File: src/rtl/uart_arb_pkg.sv
// Shared types and helpers for the UART TX arbiter.
// TAG_BASE is only referenced when UART_TX_ARB_SOURCE_TAG_EN is defined.
package uart_arb_pkg;

  typedef enum logic [1:0] {
    IDLE   = 2'd0,
    HEADER = 2'd1,
    GRANT  = 2'd2
  } arb_state_t;

  localparam logic [7:0] TAG_BASE = 8'hA0;

  // Increment with an explicit wrap at n, so non-power-of-two counts are safe.
  function automatic int unsigned ptr_inc(input int unsigned ptr, input int unsigned n);
    return (ptr + 1 >= n) ? 0 : ptr + 1;
  endfunction

endpackage

File: src/rtl/rr_picker.sv
// Combinational round-robin picker. It returns the first set request at or
// after i_ptr, wrapping modulo NUM_REQ.
module rr_picker #(
  parameter int NUM_REQ = 4,
  parameter int IDX_W   = $clog2(NUM_REQ)
) (
  input  logic [NUM_REQ-1:0] i_req,
  input  logic [IDX_W-1:0]   i_ptr,
  output logic               o_found,
  output logic [IDX_W-1:0]   o_idx
);

  logic [IDX_W-1:0] w_idx;

  // The scan runs from the farthest slot down to i_ptr, so the nearest hit is written last.
  always_comb begin
    o_found = 1'b0;
    o_idx   = '0;
    w_idx   = '0;
    for (int k = NUM_REQ - 1; k >= 0; k--) begin
      w_idx = IDX_W'((int'(i_ptr) + k) % NUM_REQ);
      if (i_req[w_idx]) begin
        o_found = 1'b1;
        o_idx   = w_idx;
      end
    end
  end

endmodule

File: src/rtl/uart_tx_arbiter.sv
// Packet-locked round-robin arbiter in front of the UART TX port.
// A grant is released on req_last or after MAX_BURST bytes, whichever comes first.
// Optional: define UART_TX_ARB_SOURCE_TAG_EN to prefix every grant with a
// TAG_BASE|grant_id header byte.
module uart_tx_arbiter
  import uart_arb_pkg::*;
#(
  parameter int DATA_WIDTH = 8,
  parameter int NUM_REQ    = 4,
  parameter int MAX_BURST  = 16
) (
  input  logic                          clk,
  input  logic                          reset_n,
  input  logic                          ena,
  input  logic [NUM_REQ*DATA_WIDTH-1:0] req_data,
  input  logic [NUM_REQ-1:0]            req_valid,
  input  logic [NUM_REQ-1:0]            req_last,
  output logic [NUM_REQ-1:0]            req_ready,
  output logic [DATA_WIDTH-1:0]         tx_data,
  output logic                          tx_valid,
  input  logic                          tx_ready,
  output logic [$clog2(NUM_REQ)-1:0]    grant_id,
  output logic                          busy
);

  localparam int IDX_W = $clog2(NUM_REQ);
  localparam int CNT_W = $clog2(MAX_BURST + 1);

  arb_state_t       r_state;
  logic [IDX_W-1:0] r_rr_ptr;
  logic [IDX_W-1:0] r_grant_id;
  logic [CNT_W-1:0] r_burst_cnt;
  logic             r_busy;

  logic                  w_found;
  logic [IDX_W-1:0]      w_pick;
  logic                  w_xfer;
  logic                  w_release;
  logic [DATA_WIDTH-1:0] w_bytes [NUM_REQ];

  for (genvar g = 0; g < NUM_REQ; g++) begin : g_unpack
    assign w_bytes[g] = req_data[g*DATA_WIDTH +: DATA_WIDTH];
  end

  rr_picker #(.NUM_REQ(NUM_REQ), .IDX_W(IDX_W)) u_picker (
    .i_req   (req_valid),
    .i_ptr   (r_rr_ptr),
    .o_found (w_found),
    .o_idx   (w_pick)
  );

  assign grant_id  = r_grant_id;
  assign busy      = r_busy;
  assign w_xfer    = tx_valid && tx_ready && ena;
  assign w_release = (r_state == GRANT) && w_xfer &&
                     (req_last[r_grant_id] || (r_burst_cnt == CNT_W'(MAX_BURST - 1)));

  // TX side: header or pass-through of the granted requester, all gated by ena.
  always_comb begin
    tx_valid  = 1'b0;
    tx_data   = '0;
    req_ready = '0;
    if (ena) begin
      case (r_state)
`ifdef UART_TX_ARB_SOURCE_TAG_EN
        HEADER: begin
          tx_valid = 1'b1;
          tx_data  = DATA_WIDTH'(TAG_BASE) | DATA_WIDTH'(r_grant_id);
        end
`endif
        GRANT: begin
          tx_valid              = req_valid[r_grant_id];
          tx_data               = w_bytes[r_grant_id];
          req_ready[r_grant_id] = tx_ready;
        end
        default: ;
      endcase
    end
  end

  // Arbitration FSM. With ena low every register holds.
  always_ff @(posedge clk or negedge reset_n) begin
    if (!reset_n) begin
      r_state     <= IDLE;
      r_rr_ptr    <= '0;
      r_grant_id  <= '0;
      r_burst_cnt <= '0;
      r_busy      <= 1'b0;
    end else if (ena) begin
      case (r_state)
        IDLE: if (w_found) begin
          r_grant_id  <= w_pick;
          r_busy      <= 1'b1;
          r_burst_cnt <= '0;
`ifdef UART_TX_ARB_SOURCE_TAG_EN
          r_state     <= HEADER;
`else
          r_state     <= GRANT;
`endif
        end
`ifdef UART_TX_ARB_SOURCE_TAG_EN
        HEADER: if (w_xfer) r_state <= GRANT;
`endif
        GRANT: if (w_xfer) begin
          r_burst_cnt <= r_burst_cnt + CNT_W'(1);
          if (w_release) begin
            r_state  <= IDLE;
            r_busy   <= 1'b0;
            r_rr_ptr <= IDX_W'(ptr_inc(32'(r_grant_id), 32'(NUM_REQ)));
          end
        end
        default: r_state <= IDLE;
      endcase
    end
  end

endmodule

File: config.mk
export PLATFORM = sky130hd
export DESIGN_NAME = uart_tx_arbiter
export DESIGN_NICKNAME = d
export VERILOG_FILES = /design/src/rtl/uart_arb_pkg.sv /design/src/rtl/rr_picker.sv /design/src/rtl/uart_tx_arbiter.sv
export SDC_FILE = /design/constraint.sdc
export NUM_CORES = 1
export LEC_CHECK = 0
export CORE_ASPECT_RATIO = 0.6
export CORE_UTILIZATION = 40
export DETAILED_ROUTE_END_ITERATION = 8
export PLACE_DENSITY = 0.95
export SLEW_MARGIN = 40
export SYNTH_ARGS = -nofsm -noshare
export SYNTH_HDL_FRONTEND = slang
export SYNTH_HIERARCHICAL = 1
export SYNTH_SLANG_ARGS = --single-unit
File: constraint.sdc
create_clock -name clk -period 5 [get_ports clk]
set_clock_uncertainty 0.15 [all_clocks]
set_input_delay 1.25 -clock clk [delete_from_list [all_inputs] [get_ports clk]]
set_output_delay 1.25 -clock clk [all_outputs]
set_load 0.01 [all_outputs]
* After elaboration in Yosys (flattened, before gate mapping)
Index checks and enable logic that the tools add are counted.
Widths: inputs -> output; s select.
** Word-level totals
- Flip-flop bits (word level) :: 12
- Input port bits :: 44
- Output and inout port bits :: 16
- Word-level logic and storage cells :: 81
** Cells by class
- Add/sub/neg operators :: 5
- $lt $le $gt $ge :: 8
- Equality and inequality tests :: 5
- Mux-type cells :: 43
- Bitwise gates (word level) :: 2
- Reduce and logical (&&, ||, !) cells :: 13
** Operators by type and width (number)
- $mux 8 :: 4
- $bmux 8 s2 :: 1
- $mux 1 :: 16
- $mux 2 :: 8
- $lt 2x3->1 const B :: 5
- $bmux 1 s2 :: 6
- $reduce_and 4->1 :: 3
- $mux 5 :: 2
- $pmux 5 s2 :: 1
- $mux 4 :: 2
- $ge 3x3->1 const B :: 2
- $add 5x1->5 const B :: 1
- $eq 5x4->1 const B :: 1
- $logic_and 1x1->1 :: 5
- $reduce_and 5->1 :: 1
- $add 2x2->2 const B :: 2
- $and 4x4->4 :: 1
- $ne 2x2->1 const B :: 2
- $pmux 2 s2 :: 1
- $add 2x1->3 const B :: 1
- $not 2->3 :: 1
- $reduce_and 3->1 :: 1
- $add 2x1->2 const B :: 1
- $demux 1 s2 :: 1
- other kinds (7) :: 7

* Logic depth before layout (Yosys ltp)
Gate-level depths: netlist (run 1).
- Depth after elaboration :: 11
- Depth in mapped cells :: 5
- Gate-level depth less buffers :: 5

* Modules after synthesis
The synthesis (run 1) kept the hierarchy.
** Modules (own cells, without submodules)
- uart_tx_arbiter :: instances 1, cells each 84, area an instance 910.9 sq um, sequential area each 250.2 sq um
- rr_picker :: instances 1, cells each 13, area an instance 77.6 sq um, sequential area each 0.0 sq um

* Least setup slack after synthesis (run 1)
Ideal clock, no wire load.
- Kind :: input -> output
- From :: in req_valid[3]
- To :: out tx_valid
- Arrival time :: 1984 ps
- Required time :: 3600 ps
- Slack :: 1616 ps
- Stages :: 2
- Buffers on the path :: 0
- Path through :: mux4_2 and2_1
** On the way
- Cells in the longest elaborated chain, start to end :: 4
** RTL lines
- from (decl) :: line uart_tx_arbiter.sv:16 : input logic [NUM_REQ-1:0] req_valid,
- $bmux 1 s2 :: line uart_tx_arbiter.sv:72 : tx_valid = req_valid[r_grant_id];
- $mux 1 (not written as such) :: line uart_tx_arbiter.sv:72
- $mux 1 :: line uart_tx_arbiter.sv:64 : case (r_state)
- $mux 1 :: line uart_tx_arbiter.sv:63 : if (ena) begin
- to (decl) :: line uart_tx_arbiter.sv:20 : output logic tx_valid,
No other way between the ends. The select of a mux whose other input is x is not followed.

* Worst setup path in the final report (run 1)
Ends and elaborated chain as after synthesis.

==> results.toml, run 1 <==
[power_and_ir_drop]
vdd_drop_max_v = 0.000319
p_leak_nw = 0.669
pwr_density_cell_nw_per_um2 = 410
power_uw = 677

[final_layout]
syn2layout_area_growth_pct = 67.1
fin_nets = 206
drive_gt1_share_pct = 12.3
num_antenna_cells = 0
fin_area_sq_um = 1650
postLayoutCoreUtil_pct = 73.6
stdcell_count = 185

[placed_design]
dp_cells = 181
hpwlAfterDp_um = 2780
gp_congestion = 0.794
port_buffers = 59
postPlaceCellArea_sq_um = 1600

[route]
routed_wl_um = 3430
drcViolationCount = 0
wl_per_cell_um = 18.5
vias = 1026
drtIter0Drc = 66
drt-pass1-iter-count = 4
drt-vias-per-instance = 5.55
ant_nets = 0

[run_status]
status = "completed"

[logic_synthesis]
async_flop_share_pct = 100
synth_ff_type = "dfrtp_1"
synth_edf_count = 0
syn_area_sq_um = 988
synth-seq-cells = 10
synth.avg_cell_area_sq_um = 10.2
yosysWarningCount = 6
synthDistinctLibCells = 31
seq_area_frac_synth_pct = 25.3
synth_fp_nets = 147
syn_inst = 97

[setup_path]
path_buf_inv = 2
max_stage_delay_ns = 0.60
crit_arrival_ns = 3.00
r2r_setup_slack_ns = 2.77
required_ns = 3.60
critPathMaxFanout = 9
cp_common_cell = "clkdlybuf4s50_1"
endpoint_kind = "output port"
start_kind = "input port"
crit_chain = "clkdlybuf4s50_1 > mux4_2 > and2_1 > clkdlybuf4s50_1"
crit_family = "buffers and inverters"
crit_slowest_cell = "mux4_2"
crit_type = "input port to output port"

[die]
die_w_um = 66.2
die_h_um = 40.5
rows = 13
io_pins = 60
core_area_sq_um = 2240
die-area_sq_um = 2680
initial_core_util_pct = 44.0

[cts]
cts_tree = "yes"
clk_latency_ns = 0.23
numCtsBuffers = 3
cts-resized-gates = 0
clkTransAtPathRegs_ns = 0.04
postCtsSetupRepairBufs = 0
cts.sinks = 10
cts_hold_buf = 0
cts.path.max_buffers = 2
cts_root_buffer = "clkbuf_8"
cts-htree-levels = 1

[global_route]
met3_usage_pct = 4.26
grt_pass1_vias = 995
grt_use_met2_pct = 52.6
met1_usage_pct = 31.6
top_usage_layer = "met2"
grt_pass1_wl_um = 4950
overflow = 0
track_usage_pct = 26.9
grt_max_degree = 17
antenna_found_initial = 0

[timing]
period_share_pct = 87.9
rsz0062_at_grt = "no"
hold_violations = 0
setup_viol = 0
worstMarginPinSlew_ns = 0.623
fmax_mhz = 227
max-slew-margin-rel_pct = 58.5
finalWorstPathRequiredPeriod_ns = 4.40
finalMaxSlewViolations = 0
tns_ns = 0

[job]
maxCapViolCount = 0

[hold_path]
hold_class = "register to register"
-- worst reg2reg max path, delay by kind of cell (launching register included) --
kind,cells,cell delay [ns]
AOI/OAI and AO/OA,1,0.32
DFF,1,0.63
muxes,2,1.00
-- state kept, by name (all words and copies together) (netlist names) --
register / flops
r_burst_cnt: 5
r_rr_ptr: 2
busy: 1
grant_id: 2
-- cells in the mapped netlist, drive strengths merged, types with 2 or more instances --
cell type / number / area (sq um)
nor2: 6 / 22.5
a21oi: 3 / 15.0
and2: 16 / 100
and3: 4 / 25.0
o21ai: 2 / 10.0
mux2i: 2 / 20.0
nand2: 7 / 26.3
o211ai: 2 / 15.0
and4: 2 / 17.5
dfrtp: 10 / 250
mux4: 10 / 229
a211oi: 2 / 20.0
ha: 6 / 75.1
mux2: 4 / 45.0
inv: 4 / 15.0
buf: 4 / 17.5
nand2b: 2 / 12.5
-- through the flow --
stage	hold WS, ns	worst slack [ns]
after floorplan	0.313	1.62
after global placement	0.344	0.636
after detailed placement	0.365	0.617
after CTS	0.398	0.606
after global routing	0.414	0.558
final	0.400	0.603
-- final timing paths --
| path | start | to | cells after the start |
|---|---|---|---|
| max in group asynchronous | reset_n | grant_id[0] | 1 |
| setup reg to reg | grant_id[0] | r_rr_ptr[0] | 3 |
| setup / recovery | req_valid[3] | tx_valid | 4 |
| hold / removal | r_burst_cnt[4] | r_burst_cnt[4] | 2 |
| min in group asynchronous | reset_n | r_burst_cnt[1] | 1 |
| hold reg to reg | r_burst_cnt[4] | r_burst_cnt[4] | 2 |
-- cell type report --
cell class	instances	area, sq um
clock buffer	4	55.1
timing repair buffer	59	591
multi-input combinational	78	702
fill	157	593
tap	30	37.5
sequential	10	251
inverter	4	15.0
-- power by group --
| part | internal (mW) | switching, mW |
|---|---|---|
| Combinational | 0.241 | 0.141 |
| Clock | 0.0689 | 0.0281 |
| Sequential | 0.114 | 0.0840 |
| Total | 0.423 | 0.253 |
-- cell usage in the layout (no fill, tap or decap), drive strengths merged --
cell type,netlist,layout
o311ai,1,1
nor3,1,1
clkbuf,1,4
dfrtp,10,10
mux4,10,10
clkdlybuf4s50,0,59
and3,4,4
inv,4,4
nor2b,1,1
and4,2,2
nand2,7,7
mux2i,2,2
nand3,1,1
a21oi,3,3
a21boi,1,1
or3,1,1
and2,16,16
nor2,6,6
nand2b,2,2
nand3b,1,1
mux2,4,4
ha,6,6
a31oi,1,1
o2bb2ai,1,1
o21ai,2,2
o211ai,2,2
nor3b,1,1
a211oi,2,2
-- metal layers --
metal,wire length [um],up-vias
met1,1300,505
li1,-,472
met4,38,0
met5,0,-
met3,196,6
met2,1900,43
-- logic make-up (layout without fill, tap and decap cells) --
| family | after synthesis | count (layout) | synth area share [%] |
|---|---|---|---|
| adders and majority gates | 6 | 6 | 7.59 |
| muxes | 16 | 16 | 29.7 |
| buffers and inverters | 9 | 67 | 3.67 |
| AOI/OAI and AO/OA | 13 | 13 | 9.24 |
| and+or+nand+nor | 43 | 43 | 24.4 |
| DFF | 10 | 10 | 25.3 |
Power figures use the tool's default switching activity.
==> inputs of run 2 (changes only) <==
--- a/config.mk
+++ b/config.mk
@@ -6,6 +6,7 @@
 export NUM_CORES = 1
 export LEC_CHECK = 0
 export CORE_ASPECT_RATIO = 0.6
+export CORE_MARGIN = 4
 export CORE_UTILIZATION = 40
 export DETAILED_ROUTE_END_ITERATION = 8
 export PLACE_DENSITY = 0.95
==> results.toml, run 2 (synthesis results as in run 1) <==
[setup_path]
crit_slowest_cell = "mux4_2"
max_stage_delay_ns = 0.62
cp_common_cell = "clkdlybuf4s50_1"
critPathMaxFanout = 9
path_buf_inv = 2
ff2ff_path_depth = 3
crit_family = "buffers and inverters"
crit_chain = "clkdlybuf4s50_1 > mux4_2 > and2_1 > clkdlybuf4s50_1"
crit_type = "input port to output port"
required_ns = 3.60
crit_arrival_ns = 3.03
start_kind = "input port"
endpoint_kind = "output port"
cp.depth = 4

[final_layout]
postLayoutCoreUtil_pct = 73.0
syn2layout_area_growth_pct = 67.1
final_common_cell = "clkdlybuf4s50_1"
drive_gt1_share_pct = 12.3
largest_register = "r_burst_cnt"
largest_reg_flops = 5
num_antenna_cells = 0
fin_nets = 206
final_cell_mix = "59 x clkdlybuf4s50_1, 16 x and2_1, 9 x mux4_2, 9 x dfrtp_1, 7 x nand2_1"

[cts]
cts.path.max_buffers = 2
cts_tree = "yes"
cts-htree-levels = 1
cts_root_buffer = "clkbuf_8"
postCtsSetupRepairBufs = 0
cts.sinks = 10
clkTransAtPathRegs_ns = 0.05
cts-resized-gates = 0
cts_hold_buf = 0
clk_latency_ns = 0.23
numCtsBuffers = 3

[die]
die_h_um = 46.5
initial_core_util_pct = 43.7
rows = 13
die_w_um = 72.2
io_pins = 60
core_area_sq_um = 2260
die-area_sq_um = 3360

[hold_path]
hold_class = "register to register"
worstHoldPathCells = 2

[global_route]
grt_max_degree = 17
overflow = 0
antenna_found_initial = 0
grt_pass1_vias = 1014
track_usage_pct = 20.2
grt_pass1_wl_um = 4950

[power_and_ir_drop]
pwr_density_cell_nw_per_um2 = 411
p_leak_nw = 0.669
vdd_drop_max_v = 0.000386

[timing]
period_share_pct = 88.7
finalMaxSlewViolations = 0
fmax_mhz = 226
finalWorstPathRequiredPeriod_ns = 4.43
tns_ns = 0
hold_violations = 0
max-slew-margin-rel_pct = 59.6
setup_viol = 0
rsz0062_at_grt = "no"
worstMarginPinSlew_ns = 0.606
holdWs_ns = 0.376

[route]
drcViolationCount = 0
drtIter0Drc = 42
ant_nets = 0
drt-pass1-iter-count = 4
drt-vias-per-instance = 5.61
wl_per_cell_um = 18.7
routed_wl_um = 3450
vias = 1038

[run_status]
status = "completed"

[placed_design]
hpwlAfterDp_um = 2910
port_buffers = 59
gp_congestion = 0.878

[job]
maxCapViolCount = 0
==> run 2: layout make-up <==
class / count / area [sq um]
tap: 30 / 37.5
inverter: 4 / 15.0
fill: 154 / 609
clock buffer: 4 / 55.1
sequential: 10 / 251
multi-input combinational: 78 / 702
timing repair buffer: 59 / 591
==> run 2: per-stage QoR <==
stage	area, sq um	std cells	setup WS [ns]	power, mW
2_1_floorplan	988	97	1.62	0.403
3_3_place_gp	1600	181	0.616	0.553
3_5_place_dp	1600	181	0.576	0.580
4_1_cts	1650	185	0.575	0.681
5_1_grt	1650	185	0.523	0.726
6_report	1650	185	0.567	0.680
==> run 2: per-layer routing <==
metal	wire [um]	part of all wire, %	track usage, %	up-vias
met5	0	0	0	-
met4	38	1.1	6.37	0
met3	184	5.3	4.14	4
met2	1990	58	38.2	44
met1	1240	36	23.3	516
li1	-	-	-	474
==> run 2: path summary, 6_finish.rpt <==
kind	from	endpoint	slack, ns
worst max-delay path	req_valid[3]	tx_valid	0.57
worst min-delay path	r_burst_cnt[4]	r_burst_cnt[4]	0.38
worst max register to register	grant_id[0]	r_rr_ptr[1]	2.80
worst min register to register	r_burst_cnt[4]	r_burst_cnt[4]	0.38
max in group asynchronous	reset_n	grant_id[0]	3.21
min in group asynchronous	reset_n	r_burst_cnt[0]	1.17
==> run 2: report_power, final <==
part	switching [mW]	internal, mW
sequential	0.0842	0.114
clock	0.0302	0.0691
combinational	0.141	0.242
==> run 2: tightest hold or removal path, cell delays in order, from the launching register on <==
cell and delay, ns:
dfrtp_1 0.35, nand2_1 0.05, o311ai_1 0.08
==> RTL edit 1, RTL diff (config.mk and constraints of run 2) <==
`NUM_REQ` is set to 4 in 2 places; all go to 16.
--- a/src/rtl/rr_picker.sv
+++ b/src/rtl/rr_picker.sv
@@ -1,7 +1,7 @@
 // Combinational round-robin picker. It returns the first set request at or
 // after i_ptr, wrapping modulo NUM_REQ.
 module rr_picker #(
-  parameter int NUM_REQ = 4,
+  parameter int NUM_REQ = 16,
   parameter int IDX_W   = $clog2(NUM_REQ)
 ) (
   input  logic [NUM_REQ-1:0] i_req,
--- a/src/rtl/uart_tx_arbiter.sv
+++ b/src/rtl/uart_tx_arbiter.sv
@@ -6,7 +6,7 @@
   import uart_arb_pkg::*;
 #(
   parameter int DATA_WIDTH = 8,
-  parameter int NUM_REQ    = 4,
+  parameter int NUM_REQ    = 16,
   parameter int MAX_BURST  = 16
 ) (
   input  logic                          clk,
Interface: changed (5 resized); port bits go from 60 to 194. The function was not compared with the original's and may differ.
==> RTL edit 1 against run 2 <==
Worst setup slack worse by 410 ps; final area grew to 4.0 times the old value; synthesized area grew to 4.5 times the old value; die area grew to 3.9 times the old value; sequential power is 81% higher; wire length grew to 5.7 times the old value; worst hold slack worse by 52 ps; total power grew to 7.1 times the old value; sequential cell count is 4 higher; highest routed layer unchanged.
==> RTL edit 1: results (changes against run 2) <==
- Status: completed (unchanged)
- First-pass DRT Iterations: 5 (was 4)
- Final-layout fill cell count: 851 (was 154)
- CP max FO: 8 (was 9)
- Hold path startpoint: r_burst_cnt[3] (was r_burst_cnt[4])
- Share of post-route cells with drive strength above 1: 22.1% (was 12.3%)
- Vias/cell: 6.56 (was 5.61)
- Max VDD drop: 0.000352 V (was 0.000386 V)
- Vias in the first global route: 4816 (was 1014)
- Largest net degree at the start of global routing: 36 (was 17)
- Worst r2r path cells: 10 (was 3)
- First-pass GRT wire length: 29700 um (was 4950 um)
- Arr. time, crit path: 3440 ps (was 3030 ps)
- FF-to-FF End: grant_id[3] (was r_rr_ptr[1])
- # nets final: 790 (was 206)
- Vias: 4923 (was 1038)
- Global Route Usage Sum: 29.7% (was 20.2%)
- Global placement routability congestion: 1.12 (was 0.878)
- Initial drt markers: 635 (was 42)
- Top post-synthesis cells by count: mux4_2 (64), nand2_1 (39), nor2_1 (34), mux2i_1 (31), mux2_2 (24) (was and2_1 (16), dfrtp_1 (10), mux4_2 (9), nand2_1 (7))
- CTS Root Cell: clkbuf_16 (was clkbuf_8)
- Worst reg2reg startpoint: r_rr_ptr[0] (was grant_id[0])
- Hold Path Stages: 1 (was 2)
- Slew headroom: 49.1% (was 59.6%)
- Count of different cell masters after synthesis: 68 (was 31)
- WHS Endpoint: r_burst_cnt[3] (was r_burst_cnt[4])
- DP HPWL: 16400 um (was 2910 um)
- Placed cell count: 747 (was 181)
- Seq/Total Area, Yosys: 7.82% (was 25.3%)
- Post-DR wirelength/cell: 26.3 um (was 18.7 um)
- Pre-CTS setup slack: 81.9 ps (was 576 ps)
- IO Port Bufs: 193 (was 59)
- Mapped Cells: 427 (was 97)
- Reg with most FFs: r_burst_cnt (unchanged)
-- RTL edit 1: cell types whose count changed in the layout (fill, tap and decap cells not counted), sizes merged, moves of 10 or more --
cell           change
clkdlybuf4s50    +134
o21ai             +20
nor2              +29
and2              -14
nand2             +32
mux2i             +33
a21oi             +10
buf               +18
mux4              +64
mux2              +23
-- RTL edit 1: cell families (layout without fill, tap and decap cells) --
kind of cell / count (synthesis) / after routing / share of synthesized area (%)
XOR/XNOR: 13 / 13 / 3.30
buffers and inverters: 45 / 230 / 5.06
AND/OR/NAND/NOR: 121 / 121 / 12.6
flip-flops: 14 / 14 / 7.82
adder cells (fa/ha/maj): 13 / 13 / 3.63
AO/OA/AOI/OAI: 85 / 85 / 13.9
multiplexers: 136 / 136 / 53.6
-- RTL edit 1: per-layer routing --
metal	vias up	share of wire (%)	GRT usage (%)
met5	-	0	0
met4	0	3.1	8.39
met3	49	12	6.42
met2	339	46	44.9
met1	2439	39	43.0
li1	2096	-	-
-- RTL edit 1: worst max-delay path by stage --
stage / startpoint / end / slack, ps / cells after the start
2_1_floorplan: r_rr_ptr[0] / grant_id[0] / 780 / 15
3_3_place_gp: req_data[24] / tx_data[0] / 210 / 5
3_5_place_dp: req_valid[9] / grant_id[3] / 80 / 9
4_1_cts: req_valid[12] / tx_valid / 210 / 5
5_1_grt: req_valid[9] / grant_id[3] / 3 / 10
6_report: req_valid[12] / tx_valid / 160 / 5
-- RTL edit 1: area by class of cell --
| type | instances | area, um2 | area share, % |
|---|---|---|---|
| inverter | 15 | 57.6 | 0.865 |
| sequential | 14 | 357 | 5.36 |
| timing repair buffer | 211 | 2070 | 31.1 |
| clock buffer | 4 | 88.8 | 1.34 |
| multi-input combinational | 368 | 3910 | 58.8 |
| tap | 139 | 174 | 2.61 |
-- RTL edit 1: metrics by stage --
stage / hold slack [ps] / cell area [um2]
after floorplan: 288 / 4480
after global placement: 308 / 6550
after detailed placement: 314 / 6560
after CTS: 320 / 6650
after global routing: 371 / 6650
final: 324 / 6650
-- RTL edit 1: where the power goes --
part           internal, mW  switching [mW]  total (mW)
logic                  1.96            2.34        4.30
clock network         0.121          0.0457       0.167
registers             0.164           0.195       0.359
-- RTL edit 1: critical path: stages --
cell,delay [ps]
clkdlybuf4s50_1,540
mux4_1,530
mux2i_1,430
a211oi_1,180
clkdlybuf4s50_1,510
==> RTL edit 2, RTL diff (settings of run 2) <==
Made on the original files. The 3 states of `arb_state_t` get a one-hot encoding in 3 bits.
--- a/src/rtl/uart_arb_pkg.sv
+++ b/src/rtl/uart_arb_pkg.sv
@@ -2,10 +2,10 @@
 // TAG_BASE is only referenced when UART_TX_ARB_SOURCE_TAG_EN is defined.
 package uart_arb_pkg;
 
-  typedef enum logic [1:0] {
-    IDLE   = 2'd0,
-    HEADER = 2'd1,
-    GRANT  = 2'd2
+  typedef enum logic [2:0] {
+    IDLE   = 3'b001,
+    HEADER = 3'b010,
+    GRANT  = 3'b100
   } arb_state_t;
 
   localparam logic [7:0] TAG_BASE = 8'hA0;
Check against the original RTL: same outputs for any inputs over 10 cycles, from zero or initial values and one cycle with reset_n low; not proved beyond that.
==> RTL edit 2 against run 2 <==
Final area grew 2.6%; worst setup slack better by 33 ps; synthesized area rose by 3.7%; sequential cell count increased by 2; sequential share of layout area grew 2.6 points; total power down 6.0%; wire length shrank 4.7%; first-iteration DRC count up 71%; utilization rose by 0.82 points; critical endpoint unchanged; largest cell class unchanged; highest routed layer unchanged.
==> RTL edit 2: results (changes against run 2) <==
- HP Class: flop to flop (unchanged)
- Status: completed (unchanged)
- Slowest cell delay on critical path: 590 ps (was 620 ps)
- First-pass GRT wire length: 5320 um (was 4950 um)
- Share of post-route cells with drive strength above 1: 14.3% (was 12.3%)
- Hold slack final: 330 ps (was 376 ps)
- CP max FO: 6 (was 9)
- Post-synthesis mux area share: 33.0% (was 29.7%)
- Mapped Cells: 95 (was 97)
- Count of different cell masters after synthesis: 27 (was 31)
- Drt total wl: 3290 um (was 3450 um)
- Final worst path period need: 4400 ps (was 4430 ps)
- Vias in the first global route: 1057 (was 1014)
- Global Route Usage Sum: 21.5% (was 20.2%)
- Async S/R FF share, synth: 100% (unchanged)
- Xor and xnor area share after synthesis: 0% (unchanged)
- Synth top area cells: dfrtp_1 (27%), mux4_2 (22%), ha_1 (7.3%), and3_1 (6.7%), mux2i_1 (5.9%) (was dfrtp_1 (25%), mux4_2 (21%), and2_1 (10%), ha_1 (7.6%), mux2_2 (4.6%))
- Clk_lat worst skew: 240 ps
- Slew headroom: 62.0% (was 59.6%)
- Post-Synth Adder-Cell Area: 7.33% (was 7.59%)
- CTS max path bufs: 2 (unchanged)
- Vias/cell: 5.27 (was 5.61)
- Sw frac: 35.9% (was 37.5%)
- Arr. time, crit path: 3000 ps (was 3030 ps)
- Delay-heaviest family, CP: buffers and inverters (unchanged)
- Final-layout fill cell count: 166 (was 154)
- Worst reg-to-reg setup slack: 2920 ps (was 2800 ps)
- # nets final: 205 (was 206)
- Global placement routability congestion: 0.848 (was 0.878)
- Vias: 969 (was 1038)
- Hold Path Stages: 1 (was 2)
- Seq/Total Area, Yosys: 29.4% (was 25.3%)
- Layout area overhead: 65.3% (was 67.1%)
- Pre-CTS setup slack: 604 ps (was 576 ps)
- Initial drt markers: 72 (was 42)
- DP HPWL: 2800 um (was 2910 um)
- Compound-Gate Fraction of Synth Area: 6.84% (was 9.24%)
- First-pass DRT Iterations: 4 (unchanged)
- PostCTS Resize Cnt: 0 (unchanged)
- Max VDD drop: 0.000239 V (was 0.000386 V)
- Reg with most FFs: r_burst_cnt (unchanged)
- Largest net degree at the start of global routing: 17 (unchanged)
- Synth Net Count: 145 (was 147)
- Leakage: 0.760 nW (was 0.669 nW)
- Placed Instance Area: 1640 um2 (was 1600 um2)
- IO Port Bufs: 59 (unchanged)
- Top post-synthesis cells by count: and3_1 (11), dfrtp_1 (11), mux4_2 (10), nand2_1 (8) (was and2_1 (16), dfrtp_1 (10), mux4_2 (9), nand2_1 (7))
- Placed cell count: 180 (was 181)
## RTL edit 2: worst paths after layout
kind,from,to
worst max-delay path,req_valid[3],tx_valid
worst min-delay path,r_burst_cnt[3],r_burst_cnt[3]
worst max register to register,grant_id[0],r_rr_ptr[1]
worst min register to register,r_burst_cnt[3],r_burst_cnt[3]
max in group asynchronous,reset_n,grant_id[0]
min in group asynchronous,reset_n,r_rr_ptr[0]
## RTL edit 2: layer usage
| metal | part of all wire, % | global-route usage, % | vias to the layer above |
|---|---|---|---|
| met5 | 0 | 0 | - |
| met4 | 1.7 | 5.05 | 0 |
| met3 | 4.4 | 6.41 | 4 |
| met2 | 52 | 40.9 | 25 |
| met1 | 41 | 24.5 | 474 |
| li1 | - | - | 466 |
## RTL edit 2: worst register-to-register path: cells and delay by family, from the launching register on
| kind | cells | cell delay, ps |
|---|---|---|
| mux | 2 | 960 |
| flops | 1 | 620 |
| compound gates | 1 | 230 |
## RTL edit 2: power by group through the flow
stage               Sequential [mW]  Combinational (mW)  Clock, mW
finish                        0.205               0.328      0.105
global placement              0.200               0.314          0
floorplan                     0.170               0.228          0
CTS                           0.205               0.330      0.107
detailed placement            0.205               0.328          0
global route                  0.216               0.358      0.114
## RTL edit 2: cells by family (layout without fill, tap and decap cells)
kind of cell,after synthesis,after routing
and+or+nand+nor,36,36
muxes,20,20
DFF,12,12
buffers and inverters,11,70
AOI/OAI and AO/OA,10,10
adders and majority gates,6,6
## RTL edit 2: final cells by class
| class | count | share of cell area (%) |
|---|---|---|
| inverters | 6 | 1.33 |
| well taps | 30 | 2.22 |
| repair buffers | 60 | 35.3 |
| clock buffers | 4 | 3.25 |
| flip-flops and latches | 12 | 17.9 |
| multi-input cells | 72 | 40.0 |
